<file path="src/rtl/gpu_cmd_issuer.sv">
// gpu_cmd_issuer
// CPU-side initiator for the graphics unit command handshake.
// Commands from the datapath are queued in a small in-order FIFO. Each entry
// is presented to the GPU with the operand registers held stable, and inflag
// is raised as the request. Once outflag reports done, the command bus
// returns to NOP (3'b111) for at least one IDLE cycle before the next entry.
//
// Optional feature macro: GPU_ISSUE_TIMEOUT_EN. When it is defined, a WAIT
// watchdog abandons a request after TIMEOUT_CYCLES and sets timeout_err.
//
// Ports:
//   Clk, Reset_ah             clock, async active-high reset
//   enq, enq_command,         CPU push strobe plus the opcode, the
//   enq_indata, enq_r0..r2    immediate word and the R0/R1/R2 snapshots
//   full, busy                stall / drain status for the CPU
//   command, indata, R0..R2   registered request fields to the GPU
//   inflag                    2'b01 = request, 2'b00 = idle
//   outflag                   2'b01 one-cycle done pulse from the GPU
//   err_clr, timeout_err      watchdog error clear / sticky flag
module gpu_cmd_issuer #(
    parameter int FIFO_DEPTH     = 4,
    parameter int TIMEOUT_CYCLES = 8192
) (
    input  logic        Clk,
    input  logic        Reset_ah,
    input  logic        enq,
    input  logic [2:0]  enq_command,
    input  logic [15:0] enq_indata,
    input  logic [15:0] enq_r0,
    input  logic [15:0] enq_r1,
    input  logic [15:0] enq_r2,
    output logic        full,
    output logic        busy,
    output logic [2:0]  command,
    output logic [15:0] indata,
    output logic [15:0] R0,
    output logic [15:0] R1,
    output logic [15:0] R2,
    output logic [1:0]  inflag,
    input  logic [1:0]  outflag,
    input  logic        err_clr,
    output logic        timeout_err
);

    localparam int AW = (FIFO_DEPTH > 1) ? $clog2(FIFO_DEPTH) : 1;
    localparam int CW = AW + 1;
    localparam int EW = 3 + 4 * 16;
    localparam logic [AW-1:0] PTR_ONE  = AW'(1'b1);
    localparam logic [CW-1:0] CNT_ONE  = CW'(1'b1);
    localparam logic [CW-1:0] CNT_FULL = CW'(FIFO_DEPTH);

    typedef enum logic {
        ST_IDLE = 1'b0,
        ST_WAIT = 1'b1
    } state_t;

    state_t        state_r, state_nxt_s;
    logic [EW-1:0] mem_r [FIFO_DEPTH];
    logic [AW-1:0] wr_ptr_r, rd_ptr_r;
    logic [CW-1:0] count_r;

    logic [2:0]  command_r, command_nxt_s;
    logic [15:0] indata_r, indata_nxt_s;
    logic [15:0] r0_r, r0_nxt_s, r1_r, r1_nxt_s, r2_r, r2_nxt_s;
    logic [1:0]  inflag_r, inflag_nxt_s;

    logic        empty_s, full_s, pop_s, push_s, done_s, timeout_s;
    logic [2:0]  head_cmd_s;
    logic [15:0] head_indata_s, head_r0_s, head_r1_s, head_r2_s;

    assign empty_s = (count_r == {CW{1'b0}});
    assign full_s  = (count_r == CNT_FULL);
    // A pop frees a slot on the same edge, so a push while full is still taken.
    assign push_s  = enq && (!full_s || pop_s);
    assign done_s  = (state_r == ST_WAIT) && (outflag == 2'b01);
    assign {head_cmd_s, head_indata_s, head_r0_s, head_r1_s, head_r2_s} = mem_r[rd_ptr_r];

`ifdef GPU_ISSUE_TIMEOUT_EN
    localparam logic [15:0] WD_LIMIT = 16'(TIMEOUT_CYCLES - 1);
    logic [15:0] wd_cnt_r;
    logic        timeout_err_r;

    // The limit compare fires in the TIMEOUT_CYCLES-th WAIT cycle.
    assign timeout_s   = (state_r == ST_WAIT) && (wd_cnt_r == WD_LIMIT);
    assign timeout_err = timeout_err_r;

    // Watchdog counter: cleared on entry to WAIT, counts WAIT cycles.
    always_ff @(posedge Clk or posedge Reset_ah) begin
        if (Reset_ah) begin
            wd_cnt_r <= 16'd0;
        end else if (pop_s) begin
            wd_cnt_r <= 16'd0;
        end else if (state_r == ST_WAIT) begin
            wd_cnt_r <= wd_cnt_r + 16'd1;
        end else begin
            wd_cnt_r <= wd_cnt_r;
        end
    end

    // Sticky error flag; a new timeout takes priority over a clear.
    always_ff @(posedge Clk or posedge Reset_ah) begin
        if (Reset_ah) begin
            timeout_err_r <= 1'b0;
        end else if (timeout_s) begin
            timeout_err_r <= 1'b1;
        end else if (err_clr) begin
            timeout_err_r <= 1'b0;
        end else begin
            timeout_err_r <= timeout_err_r;
        end
    end
`else
    logic unused_s;

    assign timeout_s   = 1'b0;
    assign timeout_err = 1'b0;
    assign unused_s    = ^{err_clr, 16'(TIMEOUT_CYCLES)};
`endif

    // FIFO storage: payload only, so no reset is needed.
    always_ff @(posedge Clk) begin
        if (push_s) begin
            mem_r[wr_ptr_r] <= {enq_command, enq_indata, enq_r0, enq_r1, enq_r2};
        end
    end

    // FIFO pointers and occupancy; the pointers wrap naturally at FIFO_DEPTH.
    always_ff @(posedge Clk or posedge Reset_ah) begin
        if (Reset_ah) begin
            wr_ptr_r <= {AW{1'b0}};
            rd_ptr_r <= {AW{1'b0}};
            count_r  <= {CW{1'b0}};
        end else begin
            if (push_s) wr_ptr_r <= wr_ptr_r + PTR_ONE;
            if (pop_s)  rd_ptr_r <= rd_ptr_r + PTR_ONE;
            case ({push_s, pop_s})
                2'b10:   count_r <= count_r + CNT_ONE;
                2'b01:   count_r <= count_r - CNT_ONE;
                default: count_r <= count_r;
            endcase
        end
    end

    // FSM and GPU-facing registers: every output to the GPU is a flop.
    always_ff @(posedge Clk or posedge Reset_ah) begin
        if (Reset_ah) begin
            state_r   <= ST_IDLE;
            command_r <= 3'b111;
            indata_r  <= 16'd0;
            r0_r      <= 16'd0;
            r1_r      <= 16'd0;
            r2_r      <= 16'd0;
            inflag_r  <= 2'b00;
        end else begin
            state_r   <= state_nxt_s;
            command_r <= command_nxt_s;
            indata_r  <= indata_nxt_s;
            r0_r      <= r0_nxt_s;
            r1_r      <= r1_nxt_s;
            r2_r      <= r2_nxt_s;
            inflag_r  <= inflag_nxt_s;
        end
    end

    // Next-state and next-output logic; everything holds unless changed below.
    always_comb begin
        state_nxt_s   = state_r;
        command_nxt_s = command_r;
        indata_nxt_s  = indata_r;
        r0_nxt_s      = r0_r;
        r1_nxt_s      = r1_r;
        r2_nxt_s      = r2_r;
        inflag_nxt_s  = inflag_r;
        pop_s         = 1'b0;
        case (state_r)
            ST_IDLE: begin
                command_nxt_s = 3'b111;
                inflag_nxt_s  = 2'b00;
                if (!empty_s) begin
                    pop_s         = 1'b1;
                    command_nxt_s = head_cmd_s;
                    indata_nxt_s  = head_indata_s;
                    r0_nxt_s      = head_r0_s;
                    r1_nxt_s      = head_r1_s;
                    r2_nxt_s      = head_r2_s;
                    inflag_nxt_s  = 2'b01;
                    state_nxt_s   = ST_WAIT;
                end else begin
                    state_nxt_s   = ST_IDLE;
                end
            end
            ST_WAIT: begin
                // Drop the request on the same edge that samples done, so the
                // GPU never re-samples a stale request.
                if (done_s || timeout_s) begin
                    command_nxt_s = 3'b111;
                    inflag_nxt_s  = 2'b00;
                    state_nxt_s   = ST_IDLE;
                end else begin
                    state_nxt_s   = ST_WAIT;
                end
            end
            default: begin
                command_nxt_s = 3'b111;
                inflag_nxt_s  = 2'b00;
                state_nxt_s   = ST_IDLE;
            end
        endcase
    end

    assign command = command_r;
    assign indata  = indata_r;
    assign R0      = r0_r;
    assign R1      = r1_r;
    assign R2      = r2_r;
    assign inflag  = inflag_r;
    assign full    = full_s;
    assign busy    = !empty_s || (state_r == ST_WAIT);

endmodule

</file>
<file path="config.mk">
export PLATFORM = sky130hd
export DESIGN_NAME = gpu_cmd_issuer
export DESIGN_NICKNAME = d
export VERILOG_FILES = /design/src/rtl/gpu_cmd_issuer.sv
export SDC_FILE = /design/constraint.sdc
export NUM_CORES = 1
export LEC_CHECK = 0
export CORE_AREA = 2 2 236 238
export DETAILED_ROUTE_END_ITERATION = 7
export DIE_AREA = 0 0 238 240
export HOLD_SLACK_MARGIN = 0.02
export PLACE_DENSITY = 0.44
export SKIP_CTS_REPAIR_TIMING = 1
export SKIP_LAST_GASP = 1
export SYNTH_ARGS = -nofsm -noshare
export SYNTH_HDL_FRONTEND = slang
export SYNTH_SLANG_ARGS = --single-unit
</file>
<file path="constraint.sdc">
create_clock -name Clk -period 5.05 [get_ports Clk]
set_input_delay 1.01 -clock Clk [delete_from_list [all_inputs] [get_ports Clk]]
set_output_delay 1.01 -clock Clk [all_outputs]
set_load 0.005 [all_outputs]
</file>
==> flow_summary.toml <==
[outcome]
status = "completed"

[timing]
hold_violations = 0
worst_pin_slew_ps = 794
timing.final.crit_share_pct = 58.0
finalSetupViolCount = 0
skew_ps = 11.7
slew_headroom_pct = 47.0
rsz0062_at_grt = "false"
min_period_ps = 2930
setup_tns_ps = 0
fmax_mhz = 341
maxSlewViolCount = 0

[worst_setup_path]
critPathMaxStageDelay_ps = 440
crit_buf_inv = 1
criticalPathCategory = "register to primary output"
crit_chain = "nor3_2, or2b_1, clkdlybuf4s50_1"
critical_path.top_delay_family = "simple AND/OR/NAND/NOR gates"
setup.worst_path.start = "count_r[0]"
worst_path_max_delay_cell = "clkdlybuf4s50_1"
r2r_end = "count_r[2]"
worst-path-stages = 3
reg2reg_slack_ps = 2400
worstPathArrival_ps = 1920
startpoint_type = "register"
crit_path_end_kind = "primary output"
r2r_start = "count_r[0]"
worstPathMaxFanout = 4
rr_worst_depth = 9
cp.required_ps = 4040
crit_end = "busy"

[routing]
vias = 5744
drcViolationCount = 0
ant_nets = 0
avgViaCountPerCell = 3.98
wl_per_cell_um = 19.1
routed_wl_mm = 27.6
drt_iter0_drc = 320
dr.pass1.iters = 4

[synthesis]
synth_edf_count = 268
syn_inst = 543
ys_seq_area_share_pct = 77.0
ys_ff_latch = 344
synth_area_sq_um = 12900
ys_types = 32
ys.flop_type = "edfxtp_1"
ys_warn_count = 0
async_flop_share_pct = 22.1
synth.avg_cell_area_sq_um = 23.8

[finish]
final_area_sq_um = 16400
area_growth_pct = 27.2
regArea_sq_um = 9960
num_antenna_cells = 0
layout-drive-gt1-share_pct = 26.6
multi_input_area_sq_um = 2740
fillers = 5305
nNetsFinal = 788
fin_cells = 1445

[cts]
cts_tree = "built"
numCtsBuffers = 40
clk_latency_ps = 540
root_buffer = "clkbuf_16"
cts.clk_slew.worst_paths_ps = 60
cts_buffer_depth = 3
numClockSinks = 344
h-tree-depth = 2

[die]
dieArea_sq_um = 57100
io_pins = 145
die_w_um = 238
start_util_pct = 23.6
core-area_sq_um = 54700
rows = 86
die_h_um = 240

[placement]
port_buffers = 141
dp_hpwl_mm = 14.9
gp_congestion = 0.619
dp_cells = 1371
place_area_sq_um = 15200

[global_route]
grt_pass1_vias = 6474
gr-total-overflow = 0
grt_pass1_wl_mm = 41.3
grt_max_degree = 45
grt_usage_pct = 9.85
antenna_found_initial = 0

[power_and_ir_drop]
ir_drop_uv = 471
power.total_mw = 10.0
power.switching_mw = 2.72
clkPwrFrac_pct = 27.6
power_density_nw_per_um2 = 611
p_comb_share_pct = 29.3
seqPwrFrac_pct = 43.1
p_leak_nw = 5.66
p_int_mw = 7.32
switching_share_pct = 27.1

[job]
max_cap_violations = 0

[hold_path]
hold_class = "register to register"
cell type report:
class / count / share of cell area, %
sequential: 344 / 60.6
multi-input combinational: 164 / 16.7
timing repair buffer: 149 / 9.41
clock buffer: 57 / 7.03
tap: 704 / 5.36
clock inverter: 17 / 0.693
inverter: 10 / 0.259
sequential cells by signal (all words and copies together) (netlist names):
name / cells
state_r: 1
R1: 16
wr_ptr_r: 2
rd_ptr_r: 2
command: 3
R0: 16
mem_r: 268
R2: 16
indata: 16
inflag: 1
count_r: 3
per-layer routing:
| metal | global-route usage, % | part of all wire [%] | wire (um) |
|---|---|---|---|
| met5 | 0 | 0 | 0 |
| met1 | 13.4 | 46 | 12800 |
| met2 | 15.2 | 46 | 12700 |
| met4 | 3.13 | 2.3 | 633 |
| met3 | 2.88 | 5.4 | 1500 |
cells in the mapped netlist, types with 2 or more instances:
library cell | count | area share (%)
mux4_2 | 57 | 9.9
dfstp_2 | 3 | 0.61
edfxtp_1 | 268 | 62
o21ai_0 | 2 | 0.077
nor3b_1 | 2 | 0.12
and2_1 | 4 | 0.19
xor2_1 | 3 | 0.20
o22a_1 | 3 | 0.20
inv_1 | 9 | 0.26
buf_4 | 3 | 0.17
clkbuf_1 | 4 | 0.12
mux2_4 | 49 | 5.7
buf_2 | 9 | 0.35
xnor2_1 | 3 | 0.20
mux2_2 | 12 | 1.0
mux4_1 | 10 | 2.0
buf_6 | 7 | 0.61
ha_1 | 5 | 0.48
mux2_1 | 4 | 0.35
dfrtp_1 | 73 | 14
buf_12 | 2 | 0.31
power by group through the flow:
stage                     logic [mW]  clock network, mW  registers [mW]
after floorplan                 2.02                  0            4.20
after global placement          3.03                  0            4.41
after detailed placement        3.05                  0            4.41
after CTS                       3.06               2.88            4.37
after global routing            3.21               2.98            4.43
final                           2.94               2.77            4.33
worst min path at each step:
stage	startpoint	to	slack [ps]	cells after the start
finish	R0[1]	R0[1]	490	1
global route	R1[14]	R1[14]	520	1
CTS	R0[1]	R0[1]	500	1
detailed placement	R0[1]	R0[1]	480	1
global placement	R0[1]	R0[1]	480	1
floorplan	count_r[2]	count_r[2]	470	1
cells by family (layout without fill, tap and decap cells):
group	after synthesis	after routing	share of synthesized area (%)
multiplexers	133	133	19.1
buffers and inverters	36	233	1.88
adder cells (fa/ha/maj)	6	6	0.639
AND/OR/NAND/NOR	11	11	0.552
other	1	2	0.0290
XOR/XNOR	6	6	0.407
flip-flops	344	344	77.0
AO/OA/AOI/OAI	6	6	0.339
layout by cell type, fill, tap and decap left out, types with 4 or more instances in the layout:
cell type	Yosys	routed
mux2_1	4	4
edfxtp_1	268	268
mux2_4	49	49
buf_12	2	6
clkinv_1	0	6
inv_1	9	8
clkbuf_16	0	41
mux4_2	57	57
dfrtp_1	73	71
ha_1	5	5
clkbuf_1	4	9
and2_4	0	4
mux4_1	10	10
clkdlybuf4s50_1	0	141
clkinv_2	0	7
mux2_2	12	12
clkbuf_8	0	7
stage by stage:
step	setup slack [ps]	util (%)	hold WS [ps]
floorplan	1620	-	475
CTS	2060	30.1	495
finish	2120	30.1	491
detailed placement	1590	27.8	478
global route	1970	30.1	517
global placement	1590	27.8	479
Note: power is estimated with default switching activity, not from simulation.
